`config.mk`:
```
export PLATFORM = sky130hd
export DESIGN_NAME = uart_cell_cmd_parser
export DESIGN_NICKNAME = d
export VERILOG_FILES = /design/src/rtl/lifegame_uart_pkg.sv /design/src/rtl/hex_nibble_decode.sv /design/src/rtl/uart_cell_cmd_parser.sv
export SDC_FILE = /design/constraint.sdc
export NUM_CORES = 1
export LEC_CHECK = 0
export ABC_AREA = 0
export BUFFER_PORTS_ARGS = -buffer_cell sky130_fd_sc_hd__buf_4
export CAP_MARGIN = 15
export CORE_MARGIN = 4
export CORE_UTILIZATION = 40
export CTS_CLUSTER_SIZE = 8
export DETAILED_ROUTE_END_ITERATION = 16
export PLACE_DENSITY = 0.71
export SYNTH_ARGS = -nofsm -noshare
export SYNTH_HDL_FRONTEND = slang
export SYNTH_SLANG_ARGS = --single-unit
```
`constraint.sdc`:
```
create_clock -name sys_clk -period 3.8 [get_ports sys_clk]
set_input_delay 0.19 -clock sys_clk [delete_from_list [all_inputs] [get_ports sys_clk]]
set_output_delay 0.19 -clock sys_clk [all_outputs]
set_load 0.02 [all_outputs]
```
`src/rtl/lifegame_uart_pkg.sv`:
```
// Shared definitions for the life-game UART command path.
// Contents:
//   ASCII_*         byte codes used by the command grammar and the acknowledge
//   parser_state_e  command-parser states
//   opcode_e        latched command opcode
package lifegame_uart_pkg;

    localparam logic [7:0] ASCII_LF = 8'h0A;
    localparam logic [7:0] ASCII_CR = 8'h0D;
    localparam logic [7:0] ASCII_S  = 8'h53;
    localparam logic [7:0] ASCII_C  = 8'h43;
    localparam logic [7:0] ASCII_N  = 8'h4E;
    localparam logic [7:0] ASCII_Z  = 8'h5A;
    localparam logic [7:0] ASCII_K  = 8'h4B;
    localparam logic [7:0] ASCII_E  = 8'h45;

    typedef enum logic [2:0] {
        ST_IDLE    = 3'd0,
        ST_ARG     = 3'd1,
        ST_EOL     = 3'd2,
        ST_DISCARD = 3'd3,
        ST_EXEC    = 3'd4,
        ST_RESP    = 3'd5
    } parser_state_e;

    typedef enum logic [1:0] {
        OP_SET  = 2'd0,
        OP_CLR  = 2'd1,
        OP_STEP = 2'd2,
        OP_ZAP  = 2'd3
    } opcode_e;

endpackage

```
`src/rtl/hex_nibble_decode.sv`:
```
// ASCII hex digit decoder (0-9, a-f, A-F).
// Ports:
//   data_i    byte to decode
//   is_hex_o  1 when data_i is a hex digit
//   nibble_o  digit value; 0 when is_hex_o=0
module hex_nibble_decode (
    input  logic [7:0] data_i,
    output logic       is_hex_o,
    output logic [3:0] nibble_o
);

    always_comb begin
        is_hex_o = 1'b0;
        nibble_o = 4'h0;
        if (data_i >= 8'h30 && data_i <= 8'h39) begin
            is_hex_o = 1'b1;
            nibble_o = data_i[3:0];
        end else if ((data_i >= 8'h61 && data_i <= 8'h66) ||
                     (data_i >= 8'h41 && data_i <= 8'h46)) begin
            // letters a-f / A-F have low nibble 1..6; +9 maps them to 10..15
            is_hex_o = 1'b1;
            nibble_o = data_i[3:0] + 4'd9;
        end
    end

endmodule

```
`src/rtl/uart_cell_cmd_parser.sv`:
```
// ASCII command-line parser that edits the life-game cell grid.
// Ports:
//   sys_clk, sys_rst      clock, synchronous active-high reset
//   rx_data, rx_valid     received byte stream (no backpressure)
//   cell_we/x/y/val       single-cell write port to grid memory
//   step_pulse            advance one generation
//   clear_pulse           clear the whole grid
//   tx_data/valid/ready   one-byte acknowledge ('K' / 'E')
//   busy, overrun         executing/responding; sticky dropped-byte flag
//   err_count             saturating count of 'E' acknowledges
//
// state   | meaning
// IDLE    | waiting for an opcode byte
// ARG     | collecting four hex digits xxyy
// EOL     | command complete, expecting LF
// DISCARD | malformed line, swallowing bytes until LF
// EXEC    | one-cycle action strobe
// RESP    | acknowledge offered until tx_ready
module uart_cell_cmd_parser #(
    parameter int GRID_W = 64,
    parameter int GRID_H = 64
) (
    input  logic       sys_clk,
    input  logic       sys_rst,
    input  logic [7:0] rx_data,
    input  logic       rx_valid,
    output logic       cell_we,
    output logic [7:0] cell_x,
    output logic [7:0] cell_y,
    output logic       cell_val,
    output logic       step_pulse,
    output logic       clear_pulse,
    output logic [7:0] tx_data,
    output logic       tx_valid,
    input  logic       tx_ready,
    output logic       busy,
    output logic       overrun,
    output logic [7:0] err_count
);

    import lifegame_uart_pkg::*;

    parser_state_e state_q, state_d;
    opcode_e       op_q, op_d;
    logic [15:0]   arg_q, arg_d;
    logic [1:0]    nib_q, nib_d;
    logic [7:0]    resp_q, resp_d;
    logic [7:0]    cell_x_q, cell_x_d;
    logic [7:0]    cell_y_q, cell_y_d;
    logic [7:0]    err_q, err_d;
    logic          ovr_q, ovr_d;

    logic          is_hex;
    logic [3:0]    nibble;
    logic          busy_w;
    logic          take;
    logic          is_lf;
    logic          op_is_cell;
    logic          in_range;

    hex_nibble_decode u_hex (
        .data_i   (rx_data),
        .is_hex_o (is_hex),
        .nibble_o (nibble)
    );

    assign busy_w     = (state_q == ST_EXEC) || (state_q == ST_RESP);
    // CR is consumed silently in every accepting state
    assign take       = rx_valid && !busy_w && (rx_data != ASCII_CR);
    assign is_lf      = (rx_data == ASCII_LF);
    assign op_is_cell = (op_q == OP_SET) || (op_q == OP_CLR);
    // 9-bit compare so a 256-cell grid admits every 8-bit coordinate
    assign in_range   = ({1'b0, arg_q[15:8]} < 9'(GRID_W)) &&
                        ({1'b0, arg_q[7:0]}  < 9'(GRID_H));

    always_comb begin
        state_d  = state_q;
        op_d     = op_q;
        arg_d    = arg_q;
        nib_d    = nib_q;
        resp_d   = resp_q;
        cell_x_d = cell_x_q;
        cell_y_d = cell_y_q;
        err_d    = err_q;
        ovr_d    = ovr_q;

        if (rx_valid && busy_w) begin
            ovr_d = 1'b1;
        end

        case (state_q)
            ST_IDLE: begin
                if (take) begin
                    case (rx_data)
                        ASCII_S:  begin state_d = ST_ARG; op_d = OP_SET;  nib_d = 2'd0; end
                        ASCII_C:  begin state_d = ST_ARG; op_d = OP_CLR;  nib_d = 2'd0; end
                        ASCII_N:  begin state_d = ST_EOL; op_d = OP_STEP; end
                        ASCII_Z:  begin state_d = ST_EOL; op_d = OP_ZAP;  end
                        ASCII_LF: state_d = ST_IDLE;
                        default:  state_d = ST_DISCARD;
                    endcase
                end
            end
            ST_ARG: begin
                if (take) begin
                    if (is_hex) begin
                        arg_d = {arg_q[11:0], nibble};
                        nib_d = nib_q + 2'd1;
                        if (nib_q == 2'd3) begin
                            state_d = ST_EOL;
                        end
                    end else if (is_lf) begin
                        state_d = ST_RESP;
                        resp_d  = ASCII_E;
                    end else begin
                        state_d = ST_DISCARD;
                    end
                end
            end
            ST_EOL: begin
                if (take) begin
                    if (!is_lf) begin
                        state_d = ST_DISCARD;
                    end else if (op_is_cell && !in_range) begin
                        state_d = ST_RESP;
                        resp_d  = ASCII_E;
                    end else begin
                        state_d = ST_EXEC;
                        if (op_is_cell) begin
                            cell_x_d = arg_q[15:8];
                            cell_y_d = arg_q[7:0];
                        end
                    end
                end
            end
            ST_DISCARD: begin
                if (take && is_lf) begin
                    state_d = ST_RESP;
                    resp_d  = ASCII_E;
                end
            end
            ST_EXEC: begin
                state_d = ST_RESP;
                resp_d  = ASCII_K;
            end
            ST_RESP: begin
                if (tx_ready) begin
                    state_d = ST_IDLE;
                    if (resp_q == ASCII_E && err_q != 8'hFF) begin
                        err_d = err_q + 8'd1;
                    end
                end
            end
            default: state_d = ST_IDLE;
        endcase
    end

    always_ff @(posedge sys_clk) begin
        if (sys_rst) begin
            state_q  <= ST_IDLE;
            op_q     <= OP_SET;
            arg_q    <= 16'h0000;
            nib_q    <= 2'd0;
            resp_q   <= 8'h00;
            cell_x_q <= 8'h00;
            cell_y_q <= 8'h00;
            err_q    <= 8'h00;
            ovr_q    <= 1'b0;
        end else begin
            state_q  <= state_d;
            op_q     <= op_d;
            arg_q    <= arg_d;
            nib_q    <= nib_d;
            resp_q   <= resp_d;
            cell_x_q <= cell_x_d;
            cell_y_q <= cell_y_d;
            err_q    <= err_d;
            ovr_q    <= ovr_d;
        end
    end

    assign cell_we     = (state_q == ST_EXEC) && op_is_cell;
    assign cell_val    = (state_q == ST_EXEC) && (op_q == OP_SET);
    assign step_pulse  = (state_q == ST_EXEC) && (op_q == OP_STEP);
    assign clear_pulse = (state_q == ST_EXEC) && (op_q == OP_ZAP);
    assign cell_x      = cell_x_q;
    assign cell_y      = cell_y_q;
    assign tx_valid    = (state_q == ST_RESP);
    assign tx_data     = resp_q;
    assign busy        = busy_w;
    assign overrun     = ovr_q;
    assign err_count   = err_q;

endmodule

```
Yosys cells after proc, flatten, opt, wreduce, memory -nomap -nowiden
Index checks and enable logic that the tools add are counted.
- bits in registers: 56
- input port bits: 12
- logic and storage cells: 113
- add/subtract/negate cells: 3
- $lt $le $gt $ge: 8
- equality and inequality tests: 29
- mux-type cells: 30
- bitwise logic cells: 1
- reduce and logical (&&, ||, !) cells: 33
- operators by type and width (operator ; number):
    $mux 8 ; 7
    $eq 8x7->1 const B ; 5
    $pmux 8 s4 ; 1
    $mux 3 ; 9
    $ne 2x2->1 const B ; 10
    $pmux 3 s6 ; 1
    $ge 8x7->1 const B ; 2
    $le 8x7->1 const B ; 2
    $lt 8x7->1 const B ; 2
    $logic_and 1x1->1 ; 14
    $reduce_and 5->1 ; 2
    $reduce_and 3->1 ; 3
    $add 8x1->8 const B ; 1
    $eq 8x4->1 const B ; 1
    $ge 8x6->1 const B ; 1
    $le 8x6->1 const B ; 1
    $mux 2 ; 4
    $mux 4 ; 2
    $ne 8x4->1 const B ; 1
    $ne 8x8->1 const B ; 1
    $pmux 2 s4 ; 1
    $reduce_and 8->1 ; 1
    $reduce_bool 4->1 ; 2
    $eq 2x2->1 const B ; 3
    other kinds (19) ; 27

Depth between registers and ports, before layout
- depth in word-level cells: 8
- mapped depth: 8
- gate-level depth less buffers: 7

Modules after synthesis
Synthesis repeated with hierarchy kept, for this count alone.
- cells, all modules: 274
- area, all modules: 2551.2 µm²
- by module, submodules not included (module ; instances ; cells an instance ; area each (µm²)):
    uart_cell_cmd_parser ; 1 ; 255 ; 2373.5
    hex_nibble_decode ; 1 ; 19 ; 177.7

Worst setup path before layout
No wires, ideal clock.
- kind: register -> register
- from: register arg_q[7]
- to: register cell_x_q[0], in the netlist cell_x[0]
- library setup time: 128 ps
- arrival time: 1725 ps
- data required time: 3672 ps
- path slack: 1947 ps
- cell stages (with the launch flop): 7
- path buffers: 1
- clock period less this slack: 1853 ps
- cell sequence: dfxtp_1 > or4_1 > nor2_1 > nor4b_4 > buf_4 > mux2i_1 > nor2_1
- longest elaborated chain between the ends: 6
- ends and longest elaborated chain (element ; RTL line ; source):
    from (decl) ; uart_cell_cmd_parser.sv:45 ; logic [15:0] arg_q, arg_d;
    from (signal assigned) ; uart_cell_cmd_parser.sv:172 ; arg_q <= arg_d;
    $lt 8x7->1 ; uart_cell_cmd_parser.sv:74 ; ({1'b0, arg_q[7:0]} < 9'(GRID_H));
    $logic_and 1x1->1 ; uart_cell_cmd_parser.sv:73 ; assign in_range = ({1'b0, arg_q[15:8]} < 9'(GRID_W)) &&
    $logic_not 1->1 ; uart_cell_cmd_parser.sv:124 ; end else if (op_is_cell && !in_range) begin
    $logic_and 1x1->1 ; uart_cell_cmd_parser.sv:124 ;
    $not 1->1 (no line) ; n/a ;
    $reduce_and 5->1 (no line) ; n/a ;
    to (signal assigned) ; uart_cell_cmd_parser.sv:175 ; cell_x_q <= cell_x_d;
    to (decl) ; uart_cell_cmd_parser.sv:48 ; logic [7:0] cell_x_q, cell_x_d;
Every way passes these cells.
A chain may end at the register's enable or synchronous reset.

Final worst setup path
- from: register state_q[0]
- to: register state_q[0]
- longest elaborated chain between the ends: 8
- ends and longest elaborated chain (element ; RTL line ; source):
    from (decl) ; uart_cell_cmd_parser.sv:43 ; parser_state_e state_q, state_d;
    from (signal assigned) ; uart_cell_cmd_parser.sv:170 ; state_q <= state_d;
    $eq 3x3->1 ; uart_cell_cmd_parser.sv:67, uart_cell_cmd_parser.sv:91 ;
    $logic_or 1x1->1 ; uart_cell_cmd_parser.sv:67 ; assign busy_w = (state_q == ST_EXEC) || (state_q == ST_RESP);
    $logic_not 1->1 ; uart_cell_cmd_parser.sv:69 ; assign take = rx_valid && !busy_w && (rx_data != ASCII_CR);
    $logic_and 1x1->1 (2 in a row) ; uart_cell_cmd_parser.sv:69 ;
    $logic_and 1x1->1 ; uart_cell_cmd_parser.sv:137 ; if (take && is_lf) begin
    $ne 2x2->1 (no line) ; n/a ;
    $reduce_and 6->1 (no line) ; n/a ;
Several ways; a longest one is shown, not always the timed one.

==> impl_metrics.toml <==
[run_status]
status = "finished, final reports clean"

[logic_synthesis]
netlist_area_um2 = 2510
yosys.area.top_type = "dfxtp_1"
netlist-cell-type-count = 53
synth_ff_type = "dfxtp_1"
synth_commonest_cells = "dfxtp_1, nor2_1, mux2i_1"
yosysWarnings = 0
synth-edff-count = 0
synthTopCellsByArea = "dfxtp_1, mux2i_1, nor2_1, ha_1, xnor2_1"
ys_seq_area_frac = 0.407
synth_top_area_frac = 0.407
avgSynthCellArea_um2 = 9.02
ys_async_sr_fraction = 0
yosysMostFrequentCell = "dfxtp_1"
ys_seq_elements = 51
synth_cells = 278

[setup_path]
rr_startpoint = "state_q[0]"
r2r_slack_ns = 1.77
crit_required_ns = 3.99
cp.buffers_inverters = 0
reg2regPathDepth = 5
cp-end-kind = "flop"
critPathKind = "flop to flop"
critPathTopFamily = "compound AO/OA/AOI/OAI gates"
cp_max_fo = 11
critPathMaxStageDelay_ns = 0.62
worstSetupStartpoint = "state_q[0]"
critPathLaunchType = "flop"
crit_chain = "or4_1 > a2111oi_0 > o32ai_1 > a21oi_1 > o21ai_1"
worst_path_max_delay_cell = "or4_1"
crit_cells = 5
crit_arrival_ns = 2.22
r2r_end = "state_q[0]"
cp-endpoint = "state_q[0]"

[power_and_ir_drop]
p_sw_uw = 232
p_int_uw = 763
pwr-share-comb = 0.086
leakage_uw = 0.00115
seqPwrFrac = 0.550
p_clk_frac = 0.364
p_per_area_nw_per_um2 = 334
ir_drop_mv = 0.178
power.share.switching = 0.233

[die]
dieHeight_um = 87.2
core-area_um2 = 5990
dieArea_um2 = 7600
die_w_um = 87.2
start_util = 0.419
num_io_pins = 51
num_rows = 28

[placed_design]
place_hpwl_um = 3790
pre_cts_ws_ns = 1.62
gp_congestion = 0.813
io_buffers = 47

[layout]
layout-drive-gt1-share = 0.196
nFillCells = 586
area_growth_pct = 18.9
diodes = 0
fin_nets = 334

[sta]
setup_viol = 0
grt_setup_unrepaired = "false"
skew_ns = 0.00378
final-hold-violation-count = 0
worstMarginPinSlew_ns = 0.957
tns_ns = 0
final_max_slew_viol_count = 0
post-route-min-period_ns = 2.03
slew_headroom = 0.345
period_share = 0.535
worst_hold_slack_ns = 0.153
setup_ws_ns = 1.77
fmax_ghz = 0.492

[global_route]
grt_util_all_layers = 0.149
grt_overflow_total = 0
grt_pass1_vias = 1965
grt_max_degree = 51
grt_first_pass_wirelength_um = 9160
antenna_found_initial = 0

[route]
drt_iter0_markers = 72
vias_per_cell = 5.27
via_count = 2060
drc = 0
first_pass_iters = 4
wl_per_cell_um = 13.5
routed_wl_um = 5280
ant_nets = 0

[cts]
cts_resized = 0
htreeDepth = 2
ctsRootBufferMaster = "clkbuf_8"
clockBufferDepth = 2
cts_tree = "built"
clk_pin_slew_ns = 0.09
numCtsBuffers = 5
hold_buffers = 0
post_cts_buffers = 0
clk_latency_ns = 0.29
cts.sinks = 51

[min_path]
hold_path.class = "primary input to flop"

[job]
cap_violations = 0
[registers in the layout (all words and copies together), names as in the netlist]
| name | cells |
|---|---|
| err_count | 8 |
| state_q | 3 |
| overrun | 1 |
| cell_x | 8 |
| nib_q | 2 |
| tx_data | 3 |
| arg_q | 16 |
| op_q | 2 |
| cell_y | 8 |
[worst reg2reg max path, cell delays in order, from the launching register on]
cell	delay [ns]
dfxtp_1	0.43
or4_1	0.63
a2111oi_0	0.49
o32ai_1	0.15
a21oi_1	0.15
o21ai_1	0.08
[area by class of cell]
class                           count  area (µm²)  share of cell area
Clock buffer                        5        68.8              0.0231
Clock inverter                      2        37.5              0.0126
Sequential cell                    51        1020               0.342
Timing Repair Buffer               49         368               0.123
Inverter                            8        30.0              0.0101
Multi-Input combinational cell    201        1360               0.457
Tap cell                           75        93.8              0.0315
[power groups by stage]
stage | clock network, µW | registers (µW) | logic [µW]
after floorplan | 0 | 551 | 69.1
after CTS | 377 | 547 | 85.7
after global placement | 0 | 559 | 84.8
after detailed placement | 0 | 559 | 85.0
final | 362 | 547 | 85.4
after global routing | 403 | 548 | 96.3
[cell families (layout without fill, tap and decap cells)]
family,Yosys count,in the layout,share of synthesized area
simple gates,109,109,0.230
flops,51,51,0.407
compound gates,46,46,0.132
buf+inv,28,64,0.0574
mux,26,26,0.104
xor+xnor,11,11,0.0384
fa+ha+maj,6,6,0.0299
other cells,1,3,0.00150
[layer usage]
layer,share of wire,GRT usage,vias to the layer above
li1,-,-,1054
met1,0.49,0.217,956
met2,0.46,0.226,48
met3,0.051,0.0303,2
met4,0.0027,0.0335,0
met5,0,0,-
[worst min-delay path by stage]
stage,to,depth (start not counted),slack [ns],from
after floorplan,overrun,2,0.33,rx_valid
after global placement,cell_x[6],1,0.45,cell_x[6]
after detailed placement,cell_y[7],1,0.45,cell_y[7]
after CTS,overrun,3,0.15,rx_valid
after global routing,overrun,3,0.19,rx_valid
final,overrun,3,0.15,rx_valid
[cells in the final DEF, fill, tap and decap left out, drive strengths merged, types with 3 or more instances in the layout]
cell and count:
nand3 5, nor4 3, conb 3, ha 6, nand2 14, xnor2 8, or3 5, clkbuf 5
a21oi 13, mux2i 26, o21ai 6, dfxtp 51, nand2b 3, a211oi 5, nor4b 4, inv 8
nor3 7, or4b 3, nor2 49, and2 4, xor2 3, buf 49, nor3b 3
[stage by stage]
step	cell area, µm²	power, µW	utilization	instances
after CTS	2980	1010	0.498	391
final	2980	994	0.498	391
after detailed placement	2880	644	0.480	384
after global placement	2880	644	0.480	384
after global routing	2980	1050	0.498	391
after floorplan	2510	621	-	280
Note: power is estimated with default switching activity, not from simulation.
